## src/rtl/fetch_stage_if.sv

```systemverilog
// ============================================================================
// Module      : fetch_stage_if
// Description : Instruction-memory and pipeline-side signal bundle for
//               fetch_stage; master = fetch stage, slave = memory/pipeline.
// Revision    : 1.0  initial release
// ============================================================================
`default_nettype none

interface fetch_stage_if;
    logic        imem_req_o;
    logic [31:0] imem_addr_o;
    logic        imem_ack_i;
    logic [31:0] imem_rdata_i;
    logic        stall_i;
    logic        redirect_i;
    logic [31:0] redirect_pc_i;
    logic [31:0] instr_o;
    logic [31:0] pc_plus4_o;
    logic        valid_o;
    logic        illegal_o;

    modport master (
        output imem_req_o, imem_addr_o, instr_o, pc_plus4_o, valid_o, illegal_o,
        input  imem_ack_i, imem_rdata_i, stall_i, redirect_i, redirect_pc_i
    );

    modport slave (
        input  imem_req_o, imem_addr_o, instr_o, pc_plus4_o, valid_o, illegal_o,
        output imem_ack_i, imem_rdata_i, stall_i, redirect_i, redirect_pc_i
    );
endinterface

`default_nettype wire

```

## src/rtl/fetch_stage.sv

```systemverilog
// ============================================================================
// Module      : fetch_stage
// Description : Instruction fetch with redirect/kill handling and a 1-entry
//               skid buffer. Define FETCH_ILLEGAL_CHECK_EN to enable the
//               unsupported-opcode check (illegal words become NOP).
// Revision    : 1.0  initial release
// ============================================================================
`default_nettype none

module fetch_stage #(
    parameter logic [31:0] RESET_PC = 32'h0000_0000
) (
    input  wire logic      clk_i,
    input  wire logic      rst_i,
    fetch_stage_if.master  bus
);

    localparam logic [31:0] c_pc_step   = 32'd4;
    localparam logic [31:0] c_word_mask = 32'hFFFF_FFFC;

    typedef enum logic [1:0] {
        S_IDLE      = 2'd0,
        S_FETCH     = 2'd1,
        S_WAIT_FULL = 2'd2,
        S_KILL      = 2'd3
    } state_t;

    state_t      r_state;
    state_t      w_state_next;
    logic        w_req;

    logic [31:0] r_pc;
    logic [31:0] r_target;
    logic [31:0] r_instr;
    logic [31:0] r_pc_plus4;
    logic        r_valid;
    logic        r_illegal;
    logic [31:0] r_skid_instr;
    logic [31:0] r_skid_pc_plus4;
    logic        r_skid_illegal;

    logic [31:0] w_tgt;
    logic [31:0] w_pc_next4;
    logic        w_ack;
    logic        w_slot_free;
    logic        w_take;
    logic [31:0] w_instr;
    logic        w_illegal;

    assign w_tgt       = bus.redirect_pc_i & c_word_mask;
    assign w_pc_next4  = r_pc + c_pc_step;
    assign w_ack       = w_req & bus.imem_ack_i;
    assign w_slot_free = ~r_valid | ~bus.stall_i;
    // Only data fetched in FETCH without a redirect is ever kept.
    assign w_take      = (r_state == S_FETCH) & w_ack & ~bus.redirect_i;

`ifdef FETCH_ILLEGAL_CHECK_EN
    always_comb begin
        w_illegal = 1'b1;
        case (bus.imem_rdata_i[31:26])
            6'b000000, 6'b100011, 6'b101011,
            6'b000100, 6'b001000, 6'b001010: w_illegal = 1'b0;
            default:                         w_illegal = 1'b1;
        endcase
        w_instr = w_illegal ? 32'h0000_0000 : bus.imem_rdata_i;
    end
`else
    always_comb begin
        w_illegal = 1'b0;
        w_instr   = bus.imem_rdata_i;
    end
`endif

    always_ff @(posedge clk_i) begin
        if (rst_i) begin
            r_state <= S_IDLE;
        end else begin
            r_state <= w_state_next;
        end
    end

    always_comb begin
        w_state_next = r_state;
        w_req        = 1'b0;
        case (r_state)
            S_IDLE: begin
                w_state_next = S_FETCH;
            end
            S_FETCH: begin
                w_req = 1'b1;
                if (bus.redirect_i) begin
                    w_state_next = bus.imem_ack_i ? S_FETCH : S_KILL;
                end else if (bus.imem_ack_i && !w_slot_free) begin
                    w_state_next = S_WAIT_FULL;
                end
            end
            S_WAIT_FULL: begin
                if (bus.redirect_i || !bus.stall_i) begin
                    w_state_next = S_FETCH;
                end
            end
            S_KILL: begin
                w_req = 1'b1;
                if (bus.imem_ack_i) begin
                    w_state_next = S_FETCH;
                end
            end
            default: begin
                w_state_next = S_IDLE;
            end
        endcase
    end

    // PC and saved redirect target
    always_ff @(posedge clk_i) begin
        if (rst_i) begin
            r_pc     <= RESET_PC;
            r_target <= 32'h0000_0000;
        end else begin
            case (r_state)
                S_IDLE, S_WAIT_FULL: begin
                    if (bus.redirect_i) r_pc <= w_tgt;
                end
                S_FETCH: begin
                    if (bus.redirect_i) begin
                        if (bus.imem_ack_i) r_pc     <= w_tgt;
                        else                r_target <= w_tgt;
                    end else if (bus.imem_ack_i) begin
                        r_pc <= w_pc_next4;
                    end
                end
                S_KILL: begin
                    if (bus.redirect_i) r_target <= w_tgt;
                    if (bus.imem_ack_i) r_pc <= bus.redirect_i ? w_tgt : r_target;
                end
                default: begin
                    r_pc <= r_pc;
                end
            endcase
        end
    end

    // Output slot and skid buffer; the skid is occupied exactly in WAIT_FULL.
    always_ff @(posedge clk_i) begin
        if (rst_i) begin
            r_instr         <= 32'h0000_0000;
            r_pc_plus4      <= 32'h0000_0000;
            r_valid         <= 1'b0;
            r_illegal       <= 1'b0;
            r_skid_instr    <= 32'h0000_0000;
            r_skid_pc_plus4 <= 32'h0000_0000;
            r_skid_illegal  <= 1'b0;
        end else if (bus.redirect_i) begin
            r_valid   <= 1'b0;
            r_illegal <= 1'b0;
        end else if (w_take) begin
            if (w_slot_free) begin
                r_instr    <= w_instr;
                r_pc_plus4 <= w_pc_next4;
                r_valid    <= 1'b1;
                r_illegal  <= w_illegal;
            end else begin
                r_skid_instr    <= w_instr;
                r_skid_pc_plus4 <= w_pc_next4;
                r_skid_illegal  <= w_illegal;
            end
        end else if (r_state == S_WAIT_FULL && !bus.stall_i) begin
            r_instr    <= r_skid_instr;
            r_pc_plus4 <= r_skid_pc_plus4;
            r_valid    <= 1'b1;
            r_illegal  <= r_skid_illegal;
        end else if (!bus.stall_i) begin
            r_valid   <= 1'b0;
            r_illegal <= 1'b0;
        end
    end

    assign bus.imem_req_o  = w_req;
    assign bus.imem_addr_o = r_pc;
    assign bus.instr_o     = r_instr;
    assign bus.pc_plus4_o  = r_pc_plus4;
    assign bus.valid_o     = r_valid;
    assign bus.illegal_o   = r_illegal;

endmodule

`default_nettype wire
```

## src/flat_wrapper.sv

```systemverilog
// flat-port wrapper written by rule: the top's interface ports become plain ports
module fetch_stage_flat 
#(
    parameter logic [31:0] RESET_PC = 32'h0000_0000
)
  (clk_i, rst_i, bus_imem_req_o, bus_imem_addr_o, bus_instr_o, bus_pc_plus4_o, bus_valid_o, bus_illegal_o, bus_imem_ack_i, bus_imem_rdata_i, bus_stall_i, bus_redirect_i, bus_redirect_pc_i);
  fetch_stage_if bus_i ();
  input  wire logic clk_i;
  input  wire logic rst_i;
  output wire logic [$bits(bus_i.imem_req_o)-1:0] bus_imem_req_o;
  output wire logic [$bits(bus_i.imem_addr_o)-1:0] bus_imem_addr_o;
  output wire logic [$bits(bus_i.instr_o)-1:0] bus_instr_o;
  output wire logic [$bits(bus_i.pc_plus4_o)-1:0] bus_pc_plus4_o;
  output wire logic [$bits(bus_i.valid_o)-1:0] bus_valid_o;
  output wire logic [$bits(bus_i.illegal_o)-1:0] bus_illegal_o;
  input wire logic [$bits(bus_i.imem_ack_i)-1:0] bus_imem_ack_i;
  input wire logic [$bits(bus_i.imem_rdata_i)-1:0] bus_imem_rdata_i;
  input wire logic [$bits(bus_i.stall_i)-1:0] bus_stall_i;
  input wire logic [$bits(bus_i.redirect_i)-1:0] bus_redirect_i;
  input wire logic [$bits(bus_i.redirect_pc_i)-1:0] bus_redirect_pc_i;
  assign bus_imem_req_o = bus_i.imem_req_o;
  assign bus_imem_addr_o = bus_i.imem_addr_o;
  assign bus_instr_o = bus_i.instr_o;
  assign bus_pc_plus4_o = bus_i.pc_plus4_o;
  assign bus_valid_o = bus_i.valid_o;
  assign bus_illegal_o = bus_i.illegal_o;
  assign bus_i.imem_ack_i = bus_imem_ack_i;
  assign bus_i.imem_rdata_i = bus_imem_rdata_i;
  assign bus_i.stall_i = bus_stall_i;
  assign bus_i.redirect_i = bus_redirect_i;
  assign bus_i.redirect_pc_i = bus_redirect_pc_i;
  fetch_stage #(.RESET_PC(RESET_PC)) u_core (.clk_i(clk_i), .rst_i(rst_i), .bus(bus_i));
endmodule
```

## config.mk

```make
export PLATFORM = sky130hd
export DESIGN_NAME = fetch_stage_flat
export DESIGN_NICKNAME = d
export VERILOG_FILES = /design/src/rtl/fetch_stage_if.sv /design/src/rtl/fetch_stage.sv /design/src/flat_wrapper.sv
export SDC_FILE = /design/constraint.sdc
export NUM_CORES = 1
export LEC_CHECK = 0
export ABC_AREA = 1
export CORE_AREA = 5 5 182 184
export DETAILED_ROUTE_END_ITERATION = 10
export DIE_AREA = 0 0 187 189
export GPL_TIMING_DRIVEN = 0
export PLACE_DENSITY_LB_ADDON = 0.15
export SYNTH_ARGS = -nofsm -noshare
export SYNTH_HDL_FRONTEND = slang
export SYNTH_SLANG_ARGS = --single-unit
```

## constraint.sdc

```tcl
create_clock -name clk_i -period 2.3 [get_ports clk_i]
set_input_delay 0.46 -clock clk_i [delete_from_list [all_inputs] [get_ports clk_i]]
set_output_delay 0.46 -clock clk_i [all_outputs]
set_load 0.005 [all_outputs]
```

After elaboration in Yosys (flattened, before gate mapping)
Cells that the tools add are included.
{ "op_classes": {"addsub": 1, "eq_ne": 12, "mux": 30, "bitwise": 8, "reduce_logical": 17} }
{ "op_table": {"columns": ["cell", "n"], "rows": [
  ["32-bit 2-to-1 mux", 14],
  ["32-bit case mux with 3 select lines", 1],
  ["32-bit case mux with 2 select lines", 1],
  ["32-bit by 3-bit adder with 32-bit output, second input constant", 1],
  ["3-bit AND reduction", 5],
  ["2-bit 2-to-1 mux", 5],
  ["2-bit != test, second input constant", 5],
  ["1-bit 2-to-1 mux", 8],
  ["2-bit case mux with 4 select lines", 1],
  ["2-bit OR reduction", 3],
  ["2-bit == test, second input constant", 2],
  ["2-bit by 1-bit != test with 1-bit output, second input constant", 2],
  ["1-bit NOT", 4],
  ["2-bit nonzero test", 2],
  ["1-bit bitwise AND", 3],
  ["3-bit by 1-bit != test with 1-bit output, second input constant", 1],
  ["3-bit != test, second input constant", 1],
  ["2-bit by 1-bit == test with 1-bit output, second input constant", 1],
  ["1-bit logical AND", 2],
  ["1-bit logical NOT", 2],
  ["2-bit logical NOT", 1],
  ["2-bit AND reduction", 1],
  ["1-bit logical OR", 1],
  ["1-bit OR", 1]
]} }
{ "word_totals": {"register_bits": 196, "inputBits": 69, "out_inout_bits": 99, "word_cells": 77} }

Depth between registers and ports, before layout
Gate-level depths: netlist of run 1.
{ "logic_depth": {"word_depth": 8, "ltp_mapped": 12, "mapped_depth_nobuf": 11} }

Worst setup path after synthesis of run 1
Ideal clock, no wire load.
{ "synth_path": {"path_kind": "input to register", "start": "input bus_redirect_i", "end": "register u_core.r_pc[10] (netlist: u_core.bus.imem_addr_o[10])", "setup_ns": 0.109, "arrival_ns": 1.580, "t_required_ns": 2.191, "slack_ns": 0.611, "path_stages": 9, "n_path_buf": 2, "path_cell_list": "buf_2 -> inv_1 -> a21oi_1 -> inv_1 -> clkbuf_1 -> a21oi_1 -> nand3_1 -> nand2_1 -> inv_1"} }
{ "synth_between": {"elab_chain_cells": 3, "elab_cells_between_ends": 6, "cone_classes": "eq/ne: 1; mux: 4; reduce/logical: 1"} }
{ "synth_lines": {"columns": ["element", "line", "rtl"], "rows": [
  ["from (decl)", "flat_wrapper.sv:19", "input wire logic [$bits(bus_i.redirect_i)-1:0] bus_redirect_i;"],
  ["32-bit 2-to-1 mux", null, null],
  ["32-bit 2-to-1 mux", "fetch_stage.sv:134", "if (bus.imem_ack_i) r_pc <= bus.redirect_i ? w_tgt : r_target;"],
  ["32-bit case mux with 3 select lines", "fetch_stage.sv:120", "case (r_state)"],
  ["to (signal assigned)", "fetch_stage.sv:122", "if (bus.redirect_i) r_pc <= w_tgt;"],
  ["to (signal assigned)", "fetch_stage.sv:134", null],
  ["to (signal assigned)", "fetch_stage.sv:137", "r_pc <= r_pc;"],
  ["to (decl)", "fetch_stage.sv:32", "logic [31:0] r_pc;"]
]} }
Several ways; a longest one is shown, not always the timed one. The select of a mux whose other input is x is not followed.
A chain may end at the register's enable or synchronous reset.

Worst setup path after layout of run 1
{ "layout_path": {"start": "register u_core.r_pc[2] (netlist: u_core.bus.imem_addr_o[2])", "end": "register u_core.r_pc_plus4[20] (netlist: u_core.bus.pc_plus4_o[20])"} }
{ "layout_between": {"elab_chain_cells": 3} }
{ "layout_lines": {"columns": ["element", "line", "rtl"], "rows": [
  ["from (signal assigned)", "fetch_stage.sv:122", null],
  ["from (signal assigned)", "fetch_stage.sv:126", "if (bus.imem_ack_i) r_pc <= w_tgt;"],
  ["from (signal assigned)", "fetch_stage.sv:129", "r_pc <= w_pc_next4;"],
  ["32-bit by 3-bit adder with 32-bit output", "fetch_stage.sv:51", "assign w_pc_next4 = r_pc + c_pc_step;"],
  ["32-bit 2-to-1 mux", "fetch_stage.sv:157", "if (w_slot_free) begin"],
  ["32-bit 2-to-1 mux", "fetch_stage.sv:156", "end else if (w_take) begin"],
  ["to (signal assigned)", "fetch_stage.sv:159", "r_pc_plus4 <= w_pc_next4;"],
  ["to (signal assigned)", "fetch_stage.sv:169", "r_pc_plus4 <= r_skid_pc_plus4;"],
  ["to (decl)", "fetch_stage.sv:35", "logic [31:0] r_pc_plus4;"]
]} }
No other way between the ends. The select of a mux whose other input is x is not followed.

==> impl_metrics.env, run 1 <==
export IMPL_ant_nets=0
export IMPL_synth_ff_type="dfxtp_1"
export IMPL_max_stage_delay_ps=450
export IMPL_worstHoldStart="u_core.r_skid_instr[19]"
export IMPL_grt_pass1_vias=9074
export IMPL_fmax_mhz=464.0
export IMPL_fin_util_pct=38.66
export IMPL_grt_antenna_before_repair=0
export IMPL_path_cells="ha_1 > nand2_1 > inv_1 > nand2_1 > nor2_2 > nand2_1 > nor2_1 > xor2_2 > nand2_1 > a21oi_1"
export IMPL_tns_ps=0
export IMPL_min_path_type="flop to flop"
export IMPL_avgSynthCellArea_um2=6.843
export IMPL_synth_commonest_cells="nand2_1 (329), a21oi_1 (196), dfxtp_1 (195)"
export IMPL_hold_path_depth=2
export IMPL_leakagePower_nw=4.598
export IMPL_num_rows=65
export IMPL_htreeDepth=4
export IMPL_timing_hold_ws_ps=448.3
export IMPL_dr_pass1_iters=5
export IMPL_yosysTopAreaCell="dfxtp_1"
export IMPL_reg2reg_depth=10
export IMPL_ys_top_cells_by_area="dfxtp_1 (42%), nand2_1 (13%), a21oi_1 (11%), o21ai_0 (9.1%), inv_1 (4.4%)"
export IMPL_grt_overflow_total=0
export IMPL_cts_clk_slew_worst_paths_ps=90
export IMPL_cts_root_buf="clkbuf_16"
export IMPL_critPathMaxFanout=6
export IMPL_n_antenna_cell=0
export IMPL_die_area_um2=35340
export IMPL_clk_latency_ps=440
export IMPL_outcome="finished clean"
export IMPL_hold_viol_final=0
export IMPL_dpl_instance_area_um2=11400
export IMPL_min_to="u_core.r_skid_instr[19]"
export IMPL_cp_data_required_time_ps=2660
export IMPL_drive_above_1_share_pct=5.735
export IMPL_io_pin_count=168
export IMPL_setup_viol=0
export IMPL_powerDensity_nw_per_um2=691.7
export IMPL_syn_cell_area_um2=9279
export IMPL_start_util_pct=29.71
export IMPL_cts_sinks=195
export IMPL_layout_nets=1609
export IMPL_drtIter0Drc=893
export IMPL_drv_slew=0
export IMPL_syn_inst=1356
export IMPL_min_period_over_period_pct=93.70
export IMPL_slowest_stage="dfxtp_1"
export IMPL_tightest_slew_ps=833.8
export IMPL_finalCriticalPeriod_ps=2155
export IMPL_postCtsHoldBufs=0
export IMPL_grt_total_usage_pct=20.33
export IMPL_synth_cell_type_count=38
export IMPL_syn2layout_area_growth_pct=30.12
export IMPL_vias=9927
export IMPL_cap_violations=0
export IMPL_place_gp_congestion=0.9097
export IMPL_grt_max_degree=21
export IMPL_numCtsBuffers=17
export IMPL_grt_pass1_wl_mm=56.17
export IMPL_crit_path_end_kind="flop"
export IMPL_finalInstanceArea_um2=12070
export IMPL_synth_most_common_cell="nand2_1"
export IMPL_arrival_ps=2520
export IMPL_die_x_um=187
export IMPL_die_h_um=189
export IMPL_avgViaCountPerCell=5.080
export IMPL_finClkSkew_ps=17.26
export IMPL_critPathKind="flop to flop"
export IMPL_reg2reg_from="u_core.bus.imem_addr_o[2]"
export IMPL_portBuffers=162
export IMPL_synth_seq_cells=195
export IMPL_synth_top_cell_area_share_pct=42.07
export IMPL_synth_warnings=0
export IMPL_wire_per_inst_um=19.05
export IMPL_clockBufferDepth=2
export IMPL_synth_edf_count=0
export IMPL_r2r_slack_ps=140
export IMPL_crit_path_frequent_cell="nand2_1"
export IMPL_yosysSeqAreaShare_pct=42.07
export IMPL_cts_tree="yes"
export IMPL_wl_mm=37.22
export IMPL_drc=0
export IMPL_relSlewSlack_pct=44.42
export IMPL_syn_nets=1426
export IMPL_ir_worst_vdd_uv=499.9
export IMPL_cp_start_kind="flop"
export IMPL_async_flop_share_pct=0
export IMPL_r2r_end="u_core.bus.pc_plus4_o[20]"
export IMPL_dp_hpwl_mm=28.07
export IMPL_core_area_um2=31230
[repair_timing]
item                                    CTS  global route
pin swaps                                 0             1
buffers inserted                          0             2
gates resized for setup                   2            14
endpoints found under the setup margin   55            74
[per-layer routing]
metal	routed length [um]	global-route usage, %	vias to the layer above	share of wire (%)
met5	0	0	-	0
met4	598	4.920	0	1.6
met3	2033	3.355	31	5.5
met2	17110	33.14	334	46
met1	17480	28.29	4681	47
li1	-	-	4881	-
[registers in the layout, indices dropped and copies added (netlist names)]
| signal | cells |
|---|---|
| u_core.bus.imem_addr_o | 32 |
| u_core.bus.instr_o | 32 |
| u_core.bus.pc_plus4_o | 32 |
| u_core.bus.valid_o | 1 |
| u_core.r_skid_instr | 32 |
| u_core.r_skid_pc_plus4 | 32 |
| u_core.r_state | 2 |
| u_core.r_target | 32 |
[cell type report]
class	count	area [um^2]
buffer	95	434.2
clock buffer	17	425.4
clock inverter	15	183.9
fill	3411	19160
inverter	114	430.4
multi-input combinational	952	4556
sequential	195	3905
tap	402	503.0
timing repair buffer	164	1637
[worst max-delay path by stage]
stage                                          from                    endpoint  depth (start not counted)
after floorplan                      bus_redirect_i  u_core.bus.imem_addr_o[10]                          9
after global placement               bus_imem_ack_i  u_core.bus.imem_addr_o[21]                          7
after detailed placement             bus_imem_ack_i  u_core.bus.imem_addr_o[21]                          7
after CTS                            bus_imem_ack_i  u_core.bus.imem_addr_o[21]                          7
after global routing      u_core.bus.imem_addr_o[2]   u_core.bus.pc_plus4_o[20]                         10
final                     u_core.bus.imem_addr_o[2]   u_core.bus.pc_plus4_o[20]                         10
[power breakdown]
part / switching, W / internal (W) / total [W]
Clock: 0.00158 / 0.00158 / 0.00315
Sequential: 0.000199 / 0.00356 / 0.00376
Combinational: 0.000841 / 0.000600 / 0.00144
Total: 0.00262 / 0.00574 / 0.00835
[worst max-delay path, delay by kind of cell, from the launching register on]
family | cells | cell delay [ps]
AOI/OAI and AO/OA | 1 | 130
xor gates and xnor gates | 1 | 280
adders and majority gates | 1 | 240
buffers and inverters | 1 | 90
DFF | 1 | 450
and+or+nand+nor | 6 | 910
[through the flow]
step | std cells | power [W] | setup slack (ps)
5_1_grt | 1954 | 0.008694 | -8.326
3_5_place_dp | 1920 | 0.005249 | -458.6
4_1_cts | 1952 | 0.008384 | -13.11
2_1_floorplan | 1356 | 0.004443 | 611.3
6_report | 1954 | 0.008351 | 145.0
3_3_place_gp | 1920 | 0.005246 | -504.4
[cell usage in the layout (no fill, tap or decap), drive strengths merged, types with 3 or more instances in the layout]
cell,instances
nand3b,6
clkdlybuf4s50,162
dfxtp,195
o221ai,3
nand2,333
o21ai,185
a21oi,196
inv,122
clkbuf,73
nand3,29
xnor2,3
clkinv,5
nor3,9
nand4,3
nor2,91
o211ai,12
a31oi,45
buf,41
xor2,11
a211oi,11
[cell families (layout without fill, tap and decap cells)]
kind of cell,Yosys count,in the layout,synth area share [%]
AND/OR/NAND/NOR,477,477,20.86
AO/OA/AOI/OAI,459,459,26.32
buffers and inverters,209,405,9.250
flip-flops,195,195,42.07
XOR/XNOR,14,14,1.321
adder cells (fa/ha/maj),1,1,0.1348
other,1,1,0.04041
Power figures use the tool's default switching activity.
==> inputs of run 2 (changes only) <==
Settings changed: CTS_CLUSTER_SIZE set to 25.
==> results of run 2 <==
Final layout, timing and power as in run 1 (identical DEF).
